--- src/rtl/vram_arb.sv ---
// Time-slot arbiter that shares one VRAM port between video reads and blitter accesses.
// Read data comes back through a two-stage owner tag pipeline to the requester's port.
module vram_arb #(
  parameter int BLIT_EVERY = 2
) (
  input  logic        clk,
  input  logic        reset_i,
  input  logic        video_ena_i,
  input  logic        vgen_sel_i,
  input  logic [15:0] vgen_addr_i,
  output logic [15:0] vgen_data_o,
  output logic        vgen_ack_o,
  output logic        blit_cycle_o,
  input  logic        blit_sel_i,
  input  logic        blit_wr_i,
  input  logic [15:0] blit_addr_i,
  input  logic [15:0] blit_data_i,
  output logic [15:0] blit_data_o,
  output logic        blit_ack_o,
  output logic        vram_sel_o,
  output logic        vram_wr_o,
  output logic [15:0] vram_addr_o,
  output logic [15:0] vram_data_o,
  input  logic [15:0] vram_data_i
);

  localparam logic [2:0] LAST_SLOT = 3'(BLIT_EVERY - 1);
  // With a period of one every slot belongs to the blitter.
  localparam bit VIDEO_SLOTS = (BLIT_EVERY > 1);

  typedef enum logic [1:0] {
    TAG_NONE = 2'd0,
    TAG_VID  = 2'd1,
    TAG_BLIT = 2'd2
  } tag_t;

  logic [2:0]  r_slot_cnt;
  logic        r_blit_cycle;
  logic        r_blit_edge;
  logic        r_vram_sel;
  logic        r_vram_wr;
  logic [15:0] r_vram_addr;
  logic [15:0] r_vram_data;
  tag_t        r_tag1;
  logic        r_rd1;
  tag_t        r_tag2;
  logic [15:0] r_vgen_data;
  logic        r_vgen_ack;
  logic [15:0] r_blit_data;
  logic        r_blit_ack;

  logic w_slot_last;
  logic w_blit_take;
  logic w_vid_take;

  assign w_slot_last = (r_slot_cnt == LAST_SLOT);
  // r_blit_edge is blit_cycle_o from the previous cycle, marking a blit capture edge.
  assign w_blit_take = r_blit_edge && blit_sel_i;
  assign w_vid_take  = !r_blit_edge && VIDEO_SLOTS && video_ena_i && vgen_sel_i;

  always_ff @(posedge clk) begin
    if (reset_i) begin
      r_slot_cnt   <= '0;
      r_blit_cycle <= 1'b0;
      r_blit_edge  <= 1'b0;
      r_vram_sel   <= 1'b0;
      r_vram_wr    <= 1'b0;
      r_vram_addr  <= '0;
      r_vram_data  <= '0;
      r_tag1       <= TAG_NONE;
      r_rd1        <= 1'b0;
      r_tag2       <= TAG_NONE;
      r_vgen_data  <= '0;
      r_vgen_ack   <= 1'b0;
      r_blit_data  <= '0;
      r_blit_ack   <= 1'b0;
    end else begin
      if (!video_ena_i || w_slot_last) begin
        r_slot_cnt <= '0;
      end else begin
        r_slot_cnt <= r_slot_cnt + 3'd1;
      end
      r_blit_cycle <= !video_ena_i || w_slot_last;
      r_blit_edge  <= r_blit_cycle;

      if (w_blit_take) begin
        r_vram_sel  <= 1'b1;
        r_vram_wr   <= blit_wr_i;
        r_vram_addr <= blit_addr_i;
        r_vram_data <= blit_data_i;
        r_tag1      <= TAG_BLIT;
        r_rd1       <= !blit_wr_i;
      end else if (w_vid_take) begin
        r_vram_sel  <= 1'b1;
        r_vram_wr   <= 1'b0;
        r_vram_addr <= vgen_addr_i;
        r_tag1      <= TAG_VID;
        r_rd1       <= 1'b1;
      end else begin
        r_vram_sel  <= 1'b0;
        r_vram_wr   <= 1'b0;
        r_tag1      <= TAG_NONE;
        r_rd1       <= 1'b0;
      end

      // Only reads travel down the tag pipe; writes never produce an ack.
      r_tag2 <= r_rd1 ? r_tag1 : TAG_NONE;

      r_vgen_ack <= (r_tag2 == TAG_VID);
      r_blit_ack <= (r_tag2 == TAG_BLIT);
      if (r_tag2 == TAG_VID) begin
        r_vgen_data <= vram_data_i;
      end
      if (r_tag2 == TAG_BLIT) begin
        r_blit_data <= vram_data_i;
      end
    end
  end

  assign blit_cycle_o = r_blit_cycle;
  assign vram_sel_o   = r_vram_sel;
  assign vram_wr_o    = r_vram_wr;
  assign vram_addr_o  = r_vram_addr;
  assign vram_data_o  = r_vram_data;
  assign vgen_data_o  = r_vgen_data;
  assign vgen_ack_o   = r_vgen_ack;
  assign blit_data_o  = r_blit_data;
  assign blit_ack_o   = r_blit_ack;

endmodule

--- config.mk ---
export PLATFORM = sky130hd
export DESIGN_NAME = vram_arb
export DESIGN_NICKNAME = d
export VERILOG_FILES = /design/src/rtl/vram_arb.sv
export SDC_FILE = /design/constraint.sdc
export NUM_CORES = 1
export LEC_CHECK = 0
export ABC_AREA = 1
export CAP_MARGIN = 10
export CORE_UTILIZATION = 28
export DETAILED_ROUTE_END_ITERATION = 10
export PLACE_DENSITY = 0.59
export SETUP_SLACK_MARGIN = 0.2
export SYNTH_ARGS = -nofsm -noshare
export SYNTH_HDL_FRONTEND = slang
export SYNTH_SLANG_ARGS = --single-unit
--- constraint.sdc ---
create_clock -name clk -period 1 [get_ports clk]
set_input_delay 0.1 -clock clk [delete_from_list [all_inputs] [get_ports clk]]
set_output_delay 0.1 -clock clk [all_outputs]
set_load 0.02 [all_outputs]
==> impl_metrics.tcl, run 1 <==
set metrics [dict create \
    status "finished with violations" \
    violations "negative setup slack" \
    core_area_mm2 0.01084 \
    yosysSeqAreaShare 0.4998 \
    hpwl_mm 6.129 \
    fin_ws_ps -101.3 \
    synth_top_family_by_area "simple AND/OR/NAND/NOR gates" \
    root_buffer "clkbuf_8" \
    drt-initial-drc-count 122 \
    critical_path.top_delay_family "flip-flops" \
    syn_inst 410 \
    ant_nets 0 \
    worstPathMaxFanout 9 \
    arrival_ps 1330 \
    p_per_area_mw_per_mm2 1209 \
    synth_top_area_share 0.4998 \
    synth_nets 482 \
    syn_area_mm2 0.003124 \
    max_clock_freq_ghz 0.9081 \
    required_ps 1230 \
    synth-xor-area-share 0.002803 \
    utilization 0.5459 \
    cts.path.max_buffers 2 \
    synth-edff-count 0 \
    cts-buffers-inserted 9 \
    synth.avg_cell_area_um2 7.620 \
    seq_area_mm2 0.001658 \
    synth_mux_area_frac 0 \
    synthArstFlopShare 0 \
    finalClockSkew_ps 10.87 \
    rows 38 \
    p_leak_nw 2.600 \
    synth_common_cells "nor2_1 (88), nand2_1 (83), dfxtp_1 (78)" \
    clk_pin_slew_ps 90 \
    via_per_inst 4.420 \
    ys_warn_count 0 \
    hold_class "primary input to register" \
    grt_overflow_total 0 \
    syn_to_final_growth_pct 89.43 \
    total_power_mw 7.153 \
    slowest_delay_ps 440 \
    clk_latency_ps 350 \
    vias 3280 \
    slew_headroom 0.7187 \
    path_cells "buf_4 -> nand2_8 -> clkbuf_16 -> nand2_1 -> a21oi_1" \
    h-tree-depth 3 \
    criticalPathCategory "register to register" \
    cts_tree "done" \
    rsz0062_at_grt "yes" \
    final_layout_size_suffix_gt1_frac 0.5075 \
    yosysUniqueCellTypes 25 \
    cts.sinks 78 \
    ir_worst_vdd_mv 0.6165 \
    hold_viol_final 0 \
    synthFlopType "dfxtp_1" \
    multiInputGateArea_mm2 0.001644 \
    critPathLaunchType "register" \
    die_h_um 107.6 \
    synth_simple_gate_area_frac 0.3228 \
    dieArea_mm2 0.01158 \
    drv_slew 0 \
    fill_cells 978 \
    synth_top_cell_by_area "dfxtp_1" \
    grt_pass1_wl_mm 15.39 \
    worstMarginPinSlew_ps 421.9 \
    nets 668 \
    post-route-period-util 1.101 \
    synth-seq-cells 78 \
    cts_hold_buf 0 \
    start_util 0.2882 \
    die-width_um 107.6 \
    synth_compound_gate_area_share 0.08130 \
    maxCapViolCount 0 \
    post-route-min-period_ps 1101 \
    wirelength_mm 10.08 \
    numPortBuffers 138 \
    synthAdderAreaFrac 0.008010 \
    synth_most_common_cell "nor2_1" \
    antenna_found_initial 1 \
    slowest_stage "dfxtp_4" \
    drc 0 \
    grt_pass1_vias 3174 \
    grtUsageTotal 0.1715 \
    gp_congestion 0.7610 \
    synth.area.top_cells "dfxtp_1 (50%), nor2_1 (11%), nand2_1 (10%), nand3_1 (5.1%), o21ai_0 (5.1%)" \
    grt_max_degree 36 \
    routedWlPerCell_um 13.58 \
    finalSetupViolations 37 \
    cp-end-kind "register" \
    ios 139 \
    worst-path-buf-inv 2 \
    drt-pass1-iter-count 4 \
]
-- cell families (layout without fill, tap and decap cells) --
kind of cell               after synthesis  after routing
DFF                                     78             78
AOI/OAI and AO/OA                       50             50
other                                    0              1
xor gates and xnor gates                 1              1
buffers and inverters                   50            237
adders and majority gates                2              2
and+or+nand+nor                        229            233
-- layer usage --
metal | vias up | track usage | wire length [um]
met5 | - | 0 | 0
met4 | 0 | 0.04305 | 127
met3 | 11 | 0.04843 | 605
met2 | 112 | 0.3031 | 5103
met1 | 1488 | 0.2024 | 4240
li1 | 1669 | - | -
-- sequential cells by signal, indices dropped and copies added, names as in the netlist --
signal / flops
vgen_ack_o: 1
blit_cycle_o: 1
r_tag2: 2
r_rd1: 1
blit_ack_o: 1
vgen_data_o: 16
r_tag1: 2
blit_data_o: 16
vram_addr_o: 16
r_slot_cnt: 3
vram_wr_o: 1
vram_data_o: 16
vram_sel_o: 1
r_blit_edge: 1
-- cell type report --
| cell class | count | share of cell area |
|---|---|---|
| repair inverters | 2 | 0.003805 |
| clock inverters | 7 | 0.01649 |
| well taps | 140 | 0.02960 |
| flip-flops and latches | 78 | 0.2801 |
| clock buffers | 9 | 0.02093 |
| repair buffers | 192 | 0.3461 |
| diodes | 1 | 0.0004228 |
| multi-input cells | 286 | 0.2778 |
| inverters | 27 | 0.02474 |
-- cell usage in the layout (no fill, tap or decap), types with 4 or more instances in the layout --
master           Yosys  final
nor2_4               1     15
a21oi_1             16     15
dfxtp_1             78      7
nand3_1             32     27
inv_1               25     20
dfxtp_2              0     68
nand2_8              1      4
nand2_2              1      7
buf_6                6     70
nand3_2              0      5
nand2_1             83     75
o21ai_0             32      5
o21ai_2              0     16
buf_4                2     40
nor2_2              19     30
buf_12               0     11
clkdlybuf4s50_1      0     65
nor2_1              88     63
o21ai_1              0     11
clkbuf_8             0      9
-- where the power goes --
part / switching, mW / internal [mW] / leakage, nW
registers: 0.0773 / 3.21 / 0.667
logic: 0.557 / 0.660 / 1.83
clock network: 1.24 / 1.41 / 0.106
-- through the flow --
stage	worst slack [ps]	area, um^2	hold WS (ps)	instances	TNS, ps
floorplan	-21.80	3217	169.1	410	-233.4
global placement	-417.6	4728	433.1	678	-18250
detailed placement	-477.4	4728	445.4	678	-19630
CTS	-56.48	5524	283.6	716	-1352
global route	-147.8	5918	138.8	742	-5315
finish	-101.3	5918	136.5	742	-2664
-- worst reg2reg max path, cell delays in order, from the launching register on --
cell and delay [ps]:
dfxtp_4 440, buf_4 170, nand2_8 70, clkbuf_16 190, nand2_1 70, a21oi_1 60
-- what timing repair did --
item / 4_1_cts / 5_1_grt
endpoints found under the setup margin: 143 / 146
pin swaps: 21 / 21
gates resized for setup: 543 / 54
buffers inserted: 15 / 23
endpoints found under the hold margin: 0 / 0
gates cloned: 7 / 2
-- path summary, 6_finish.rpt --
check	slack (ps)	cells past startpoint	endpoint	startpoint
max	-100	5	vram_data_o[7]	r_blit_edge
min	140	4	r_tag1[1]	reset_i
max reg2reg	-100	5	vram_data_o[7]	r_blit_edge
min reg2reg	470	2	vram_data_o[14]	vram_data_o[14]
Power figures use the tool's default switching activity.
==> inputs of run 2 (changes only) <==
PLACE_DENSITY = 0.65   (was 0.59)
==> run 2 against run 1 <==
  * First-iteration DRC count shrank 9.8%
  * Critical path depth up 1
  * Non-clock buffer count fell by 6
  * The flow still finishes with violations (negative setup slack)
  * Critical path type unchanged
  * Largest cell class unchanged
  * Sequential power is essentially flat
==> impl_metrics.tcl, run 2 (same netlist as run 1, synthesis figures left out) <==
set metrics [dict create \
    placed_area_mm2 0.004718 \
    start_util 0.2882 \
    cts.path.max_buffers 2 \
    slew_headroom 0.7675 \
    drt-initial-drc-count 110 \
    routedWlPerCell_um 13.33 \
    grt_pass1_vias 3091 \
    placedCellCount 680 \
    vias 3285 \
    ir_worst_vdd_mv 0.5622 \
    post-route-min-period_ps 1069 \
    antenna_found_initial 1 \
    worstPathMaxFanout 9 \
    cts.sinks 78 \
    drv_slew 0 \
    p_per_area_mw_per_mm2 1212 \
    r2r_slack_ps -70 \
    power.internal_mw 5.317 \
    post-route-period-util 1.069 \
    reg2reg_from "r_blit_edge" \
    clk_pin_slew_ps 70 \
    reg2reg_to "vram_addr_o[2]" \
    rows 38 \
    ios 139 \
    wirelength_mm 9.795 \
    core_area_mm2 0.01084 \
    crit_start "r_blit_edge" \
    p_clk_frac 0.365 \
    gp_congestion 0.7423 \
    sw_frac_of_total 0.2442 \
    grt_max_degree 36 \
    cts_tree "done" \
    hp-start "reset_i" \
    power_switching_mw 1.718 \
    hold_viol_final 0 \
    grt_pass1_wl_mm 14.32 \
    reg2reg_depth 6 \
    min_to "vram_wr_o" \
    max_clock_freq_ghz 0.9358 \
    status "finished with violations" \
    maxCapViolCount 0 \
    fill_cells 1005 \
    grt_overflow_total 0 \
    drt-pass1-iter-count 4 \
    finalClockSkew_ps 7.098 \
    final_cell_mix "nand2_1 (80), buf_6 (74), dfxtp_2 (70), clkdlybuf4s50_1 (67), nor2_1 (64)" \
    nets 661 \
    clk_latency_ps 350 \
    layout.cells.non_filler 735 \
    dieArea_mm2 0.01158 \
    die-width_um 107.6 \
    required_ps 1280 \
    dp_slack_ps -389.2 \
    p_leak_nw 2.537 \
    drc 0 \
    h-tree-depth 3 \
    hold_ws_ps 200.0 \
    arrival_ps 1350 \
    worstMarginPinSlew_ps 348.1 \
    violations "negative setup slack" \
    syn_to_final_growth_pct 85.78 \
    cts_hold_buf 0 \
    hold_class "primary input to register" \
    cts-buffers-inserted 9 \
    design_area_mm2 0.005804 \
    grtUsageTotal 0.1597 \
    fin_ws_ps -68.62 \
    via_per_inst 4.469 \
    combPwrFrac 0.168 \
    final_common_cell "nand2_1" \
    hold-path-cell-count 4 \
    root_buffer "clkbuf_8" \
    criticalPathCategory "register to register" \
    cp-end-kind "register" \
    utilization 0.5354 \
    hpwl_mm 6.153 \
    seq_power_share 0.467 \
    final_layout_size_suffix_gt1_frac 0.5017 \
    die_h_um 107.6 \
    numPortBuffers 138 \
    finalSetupViolations 30 \
    critPathLaunchType "register" \
    ant_nets 0 \
    rsz0062_at_grt "yes" \
]
[run 2: critical path: stages, from the launching register on]
cell and delay [ps]:
dfxtp_4 390, nand2_8 120, clkinv_8 90, nor2_8 130, buf_12 130, nor2_1 40
nor2_1 100
[run 2: cell type report]
class | instances | area [um^2] | area share
Timing Repair Buffer | 186 | 1962 | 0.3380
Sequential cell | 78 | 1660 | 0.2861
Multi-Input combinational cell | 286 | 1638 | 0.2822
Tap cell | 140 | 175.2 | 0.03018
Clock buffer | 12 | 145.1 | 0.02501
Inverter | 27 | 140.1 | 0.02414
Clock inverter | 4 | 70.07 | 0.01207
Timing Repair inverter | 1 | 11.26 | 0.001940
Antenna cell | 1 | 2.502 | 0.0004311
[run 2: layer usage]
layer,wire length [um],share of wire,vias to the layer above,global-route usage
met1,4107,0.42,1511,0.1827
li1,-,-,1656,-
met5,0,0,-,0
met4,174,0.018,0,0.08219
met3,507,0.052,13,0.03450
met2,5006,0.51,105,0.2779
[run 2: repair_timing]
action | in CTS | in global routing
cloned | 3 | 5
gates resized for setup | 546 | 45
endpoints found under the setup margin | 143 | 145
pin swaps | 8 | 15
setup buffers | 8 | 22
[run 2: how the worst max path moves through the flow]
stage / slack (ps) / endpoint / cells past startpoint
floorplan: -20 / vram_addr_o[11] / 7
global placement: -350 / vram_addr_o[15] / 6
detailed placement: -390 / vram_addr_o[2] / 6
CTS: -60 / vram_addr_o[2] / 5
global route: -130 / vram_addr_o[7] / 6
finish: -70 / vram_addr_o[2] / 6
[run 2: power by group through the flow]
| stage | Sequential (mW) | Clock [mW] | Combinational [mW] |
|---|---|---|---|
| final | 3.29 | 2.57 | 1.18 |
| after global routing | 3.30 | 2.79 | 1.28 |
| after CTS | 3.29 | 2.65 | 1.10 |
| after detailed placement | 3.33 | 0 | 1.03 |
| after global placement | 3.33 | 0 | 1.01 |
| after floorplan | 3.42 | 0 | 0.397 |
[run 2: through the flow]
stage               power (mW)  setup TNS [ps]
CTS                      7.041          -617.8
global placement         4.344          -17090
floorplan                3.818          -233.4
finish                   7.035          -903.3
global route             7.372           -4078
detailed placement       4.359          -18190
==> inputs of run 3 (changes only) <==
SKIP_LAST_GASP = 1   (was not set)
==> run 3 against run 2 <==
  * Die area unchanged
  * Final area down 1.6%
  * Routed wire length down 3.9%
  * Clock-buffer cell count unchanged
  * Combinational power about the same
  * Critical path depth unchanged
  * The run still ends with negative setup slack left
  * Sequential cell count unchanged
  * Non-clock buffer count down 5
==> impl_metrics.tcl, run 3 (same netlist as run 1, synthesis figures left out) <==
set metrics [dict create \
    finalSetupViolations 26 \
    maxCapViolCount 0 \
    p_leak_nw 2.488 \
    via_per_inst 4.427 \
    ir_worst_vdd_mv 0.5610 \
    syn_to_final_growth_pct 82.90 \
    die_h_um 107.6 \
    finalClockSkew_ps 9.334 \
    ant_nets 0 \
    max_clock_freq_ghz 0.9441 \
    cp-end-kind "register" \
    rows 38 \
    grt_pass1_wl_mm 14.28 \
    antenna_found_initial 1 \
    grt_pass1_vias 3094 \
    status "finished with violations" \
    root_buffer "clkbuf_8" \
    post-route-min-period_ps 1059 \
    numPortBuffers 138 \
    h-tree-depth 3 \
    clk_pin_slew_ps 80 \
    sw_frac_of_total 0.2436 \
    critPathLaunchType "register" \
    wirelength_mm 9.417 \
    required_ps 1280 \
    dieArea_mm2 0.01158 \
    drt-initial-drc-count 111 \
    power_switching_mw 1.708 \
    design_area_mm2 0.005714 \
    placedCellCount 680 \
    cts.sinks 78 \
    drv_slew 0 \
    post-route-period-util 1.059 \
    die-width_um 107.6 \
    final_layout_size_suffix_gt1_frac 0.4805 \
    ios 139 \
    routedWlPerCell_um 12.90 \
    drt-pass1-iter-count 5 \
    grt_overflow_total 0 \
    cts_hold_buf 0 \
    final_cell_mix "nand2_1 (82), buf_6 (76), dfxtp_2 (72), clkdlybuf4s50_1 (68), nor2_1 (59)" \
    slew_headroom 0.7672 \
    rsz0062_at_grt "yes" \
    gp_congestion 0.7423 \
    core_area_mm2 0.01084 \
    start_util 0.2882 \
    cts-buffers-inserted 9 \
    worstMarginPinSlew_ps 348.7 \
    violations "negative setup slack" \
    cts.path.max_buffers 2 \
    p_clk_frac 0.367 \
    drc 0 \
    placed_area_mm2 0.004718 \
    criticalPathCategory "register to register" \
    grtUsageTotal 0.1592 \
    worstPathMaxFanout 9 \
    cts_tree "done" \
    power.internal_mw 5.303 \
    seq_power_share 0.469 \
    grt_max_degree 36 \
    layout.cells.non_filler 730 \
    vias 3232 \
    hold_viol_final 0 \
    clk_latency_ps 350 \
    p_per_area_mw_per_mm2 1227 \
    nets 656 \
    arrival_ps 1340 \
    combPwrFrac 0.163 \
    final_common_cell "nand2_1" \
    hold_class "primary input to register" \
    fin_ws_ps -59.27 \
    hpwl_mm 6.153 \
]
-- run 3: stage by stage --
step / utilization / power (mW) / setup TNS, ps / hold WS (ps) / worst slack (ps)
after floorplan: - / 3.818 / -233.4 / 169.1 / -21.80
after global placement: 0.4352 / 4.344 / -17090 / 421.8 / -353.5
after detailed placement: 0.4352 / 4.359 / -18190 / 419.8 / -389.2
after CTS: 0.4928 / 7.022 / -725.7 / 278.6 / -57.86
after global routing: 0.5271 / 7.337 / -3645 / 236.7 / -131.7
final: 0.5271 / 7.011 / -879.3 / 214.4 / -59.27
-- run 3: path summary, 6_finish.rpt --
check / start / end / slack [ps] / cells past startpoint
setup / recovery: r_blit_edge / vram_addr_o[2] / -60 / 6
setup reg to reg: r_blit_edge / vram_addr_o[2] / -60 / 6
hold reg to reg: blit_cycle_o / r_blit_edge / 430 / 2
hold / removal: vgen_sel_i / r_tag1[0] / 210 / 3
-- run 3: power by group through the flow --
stage | Clock (mW) | Sequential (mW) | Combinational, mW
finish | 2.58 | 3.29 | 1.15
global route | 2.79 | 3.30 | 1.25
CTS | 2.65 | 3.29 | 1.08
detailed placement | 0 | 3.33 | 1.03
global placement | 0 | 3.33 | 1.01
floorplan | 0 | 3.42 | 0.397
-- run 3: layer usage --
layer | track usage | up-vias | part of all wire
met5 | 0 | - | 0
met4 | 0.08219 | 0 | 0.020
met3 | 0.03511 | 14 | 0.056
met2 | 0.2766 | 108 | 0.50
met1 | 0.1820 | 1467 | 0.42
li1 | - | 1643 | -
-- run 3: repair_timing --
item	4_1_cts	5_1_grt
setup buffers	8	19
pin swaps	7	16
resized for setup	516	61
endpoints found under the setup margin	143	144
cloned	3	3
-- run 3: worst max-delay path, stage by stage, from the launching register on --
cell      delay [ps]
dfxtp_4          390
nand2_8          120
clkinv_8          80
nor2_8           130
buf_12           130
nor2_1            40
nor2_1            90
-- run 3: cell type report --
type                       instances  area (um^2)
sequential                        78         1659
inverter                          27        140.1
timing repair buffer             181         1907
clock inverter                     4        70.07
multi-input combinational        286         1604
fill                            1028         5126
antenna                            1        2.502
clock buffer                      12        145.1
timing repair inverter             1        11.26
tap                              140        175.2
==> patch: new RTL, settings of run 2 <==
Re-encode `tag_t` (3 values) as one-hot, 3 bits wide.
--- a/src/rtl/vram_arb.sv
+++ b/src/rtl/vram_arb.sv
@@ -29,8 +29,8 @@
   localparam bit VIDEO_SLOTS = (BLIT_EVERY > 1);
 
-  typedef enum logic [1:0] {
-    TAG_NONE = 2'd0,
-    TAG_VID  = 2'd1,
-    TAG_BLIT = 2'd2
+  typedef enum logic [2:0] {
+    TAG_NONE = 3'b001,
+    TAG_VID  = 3'b010,
+    TAG_BLIT = 3'b100
   } tag_t;
 
Check against the original RTL: no difference found for any inputs over 10 cycles, from zero or initial values and one cycle with reset_i high; not proved beyond that.
==> patch against run 2 <==
The flow still finishes with violations (negative setup slack); final area is 2.8% higher; sequential share of layout area down 0.19 points; sequential cell count increased by 2; setup slack got worse by 0.013 ns; count of clock-buffer cells in the layout stayed put; synthesized area grew 4.7%; combinational power shrank 5%; worst hold slack improved by 0.10 ns; wire length fell by 1.4%; global-route usage decreased by 0.71 points; final cell count rose by 4.5%; synthesized cell count up 9.8%; power up 10%; critical endpoint is now vgen_data_o[8]$_SDFFE_PP0P_.
==> patch: results (changes against run 2) <==
- The final routed wire length divided by cell count was 12.6 um (-5.6%).
- Area fraction of clock buffers and clock inverters: 0.0501 (+0.0130)
- The fraction of met1 tracks used by global routing was 0.164 (-0.0189).
- Critical Path Max Stage Delay: 0.33 ns (-0.06 ns)
- The initial antenna violation count is 0 (-1).
- First-pass GRT wire length: 14.3 mm (-0.38%)
- The proportion of final cell area spent on non-clock buffers is 0.336 (-0.00201).
- Met2 layer wire length in the routed design: 5.03 mm (+0.52%)
- Final critical-path setup slack: -0.0814 ns (-0.0128 ns)
- The final reports fail on negative setup slack.
- The slowest stage of the critical path is the dfxtp_2 cell.
- The wire length on met1 was 3.95 mm (-3.9%).
- All-Layer GR Usage: 0.153 (-0.00712)
- The number of post-CTS setup repair buffers came to 11 (+3).
- Skew final: 0.00747 ns (+0.000372 ns)
* Met3 layer usage reported by global route: 0.0441 (+0.00959)
- Non-Clock Buffer Count: 183 (-1.6%)
* Post-synth net total: 522 (+8.3%)
* Antenna cell count: 0 (-1)
- Setup-failing EPs final: 50 (+67%)
- The proportion of synthesized chip area in sequential cells was 0.489 (-0.0103).
* Multi-input combinational cell count: 301 (+5.2%)
- Source-to-sink clock delay at the later pin of the worst-skew pair: 0.33 ns (-0.02 ns)
- The filler cell count was 1041 (+3.6%).
- The pre-CTS setup slack is -0.386 ns (+0.00355 ns).
- Total area of sequential cells: 1700 sq um (+2.1%)
- Least-Margin Pin Slew: 0.271 ns (-0.0770 ns)
* Total half-perimeter wirelength after legalization and detailed placement: 6.03 mm (-2.0%)
* Top area cells in the synthesized netlist: dfxtp_1 49%, nand2_1 13%, nor2_1 11%, inv_1 4.9%, nand3_1 4.9%
- Sequential cells: 80 (+2.6%)
* Area used by multi-input combinational logic: 1610 sq um (-1.8%)
- The worst-case vdd ir drop came to 0.000866 V (+54%).
- Ratio of cells with drive above 1 in the final layout: 0.458 (-0.0441)
- The routability congestion estimate is 0.783 (+5.5%).
- The run finished, with violations left.
-- patch: cell types whose count changed after synthesis, moves of 2 or more --
| cell | run 2 | this run |
|---|---|---|
| nand2_1 | 83 | 117 |
| nor2_1 | 88 | 92 |
| buf_1 | 0 | 2 |
| clkbuf_2 | 0 | 2 |
| dfxtp_1 | 78 | 80 |
| o21ai_0 | 32 | 16 |
| inv_1 | 25 | 43 |
| and3_1 | 2 | 0 |
| clkbuf_1 | 6 | 3 |
-- patch: cells by family after synthesis --
family | after synthesis | synth area share
flip-flops | 80 | 0.489
buffers and inverters | 69 | 0.102
AO/OA/AOI/OAI | 34 | 0.0532
XOR/XNOR | 1 | 0.00268
adder cells (fa/ha/maj) | 2 | 0.00765
AND/OR/NAND/NOR | 264 | 0.345
-- patch: stage by stage --
step / cells / instance area (sq um) / utilization / setup TNS (ns) / hold slack, ns
finish: 768 / 5970 / 0.522 / -1.72 / 0.303
detailed placement: 727 / 4910 / 0.430 / -21.72 / 0.404
CTS: 755 / 5610 / 0.491 / -0.647 / 0.299
global placement: 727 / 4910 / 0.430 / -20.11 / 0.395
global route: 768 / 5970 / 0.522 / -5.33 / 0.324
floorplan: 450 / 3340 / - / -0.183 / 0.169
-- patch: path summary, 6_finish.rpt --
| kind | start | slack (ns) | end | depth (start not counted) |
|---|---|---|---|---|
| worst max-delay path | r_tag2[0]$_SDFF_PP1_ | -0.08 | vgen_data_o[8]$_SDFFE_PP0P_ | 6 |
| worst min-delay path | reset_i | 0.30 | vram_wr_o$_SDFF_PP0_ | 4 |
| worst max register to register | r_tag2[0]$_SDFF_PP1_ | -0.08 | vgen_data_o[8]$_SDFFE_PP0P_ | 6 |
| worst min register to register | r_tag1[1]$_SDFF_PP0_ | 0.40 | r_tag2[1]$_SDFF_PP0_ | 2 |
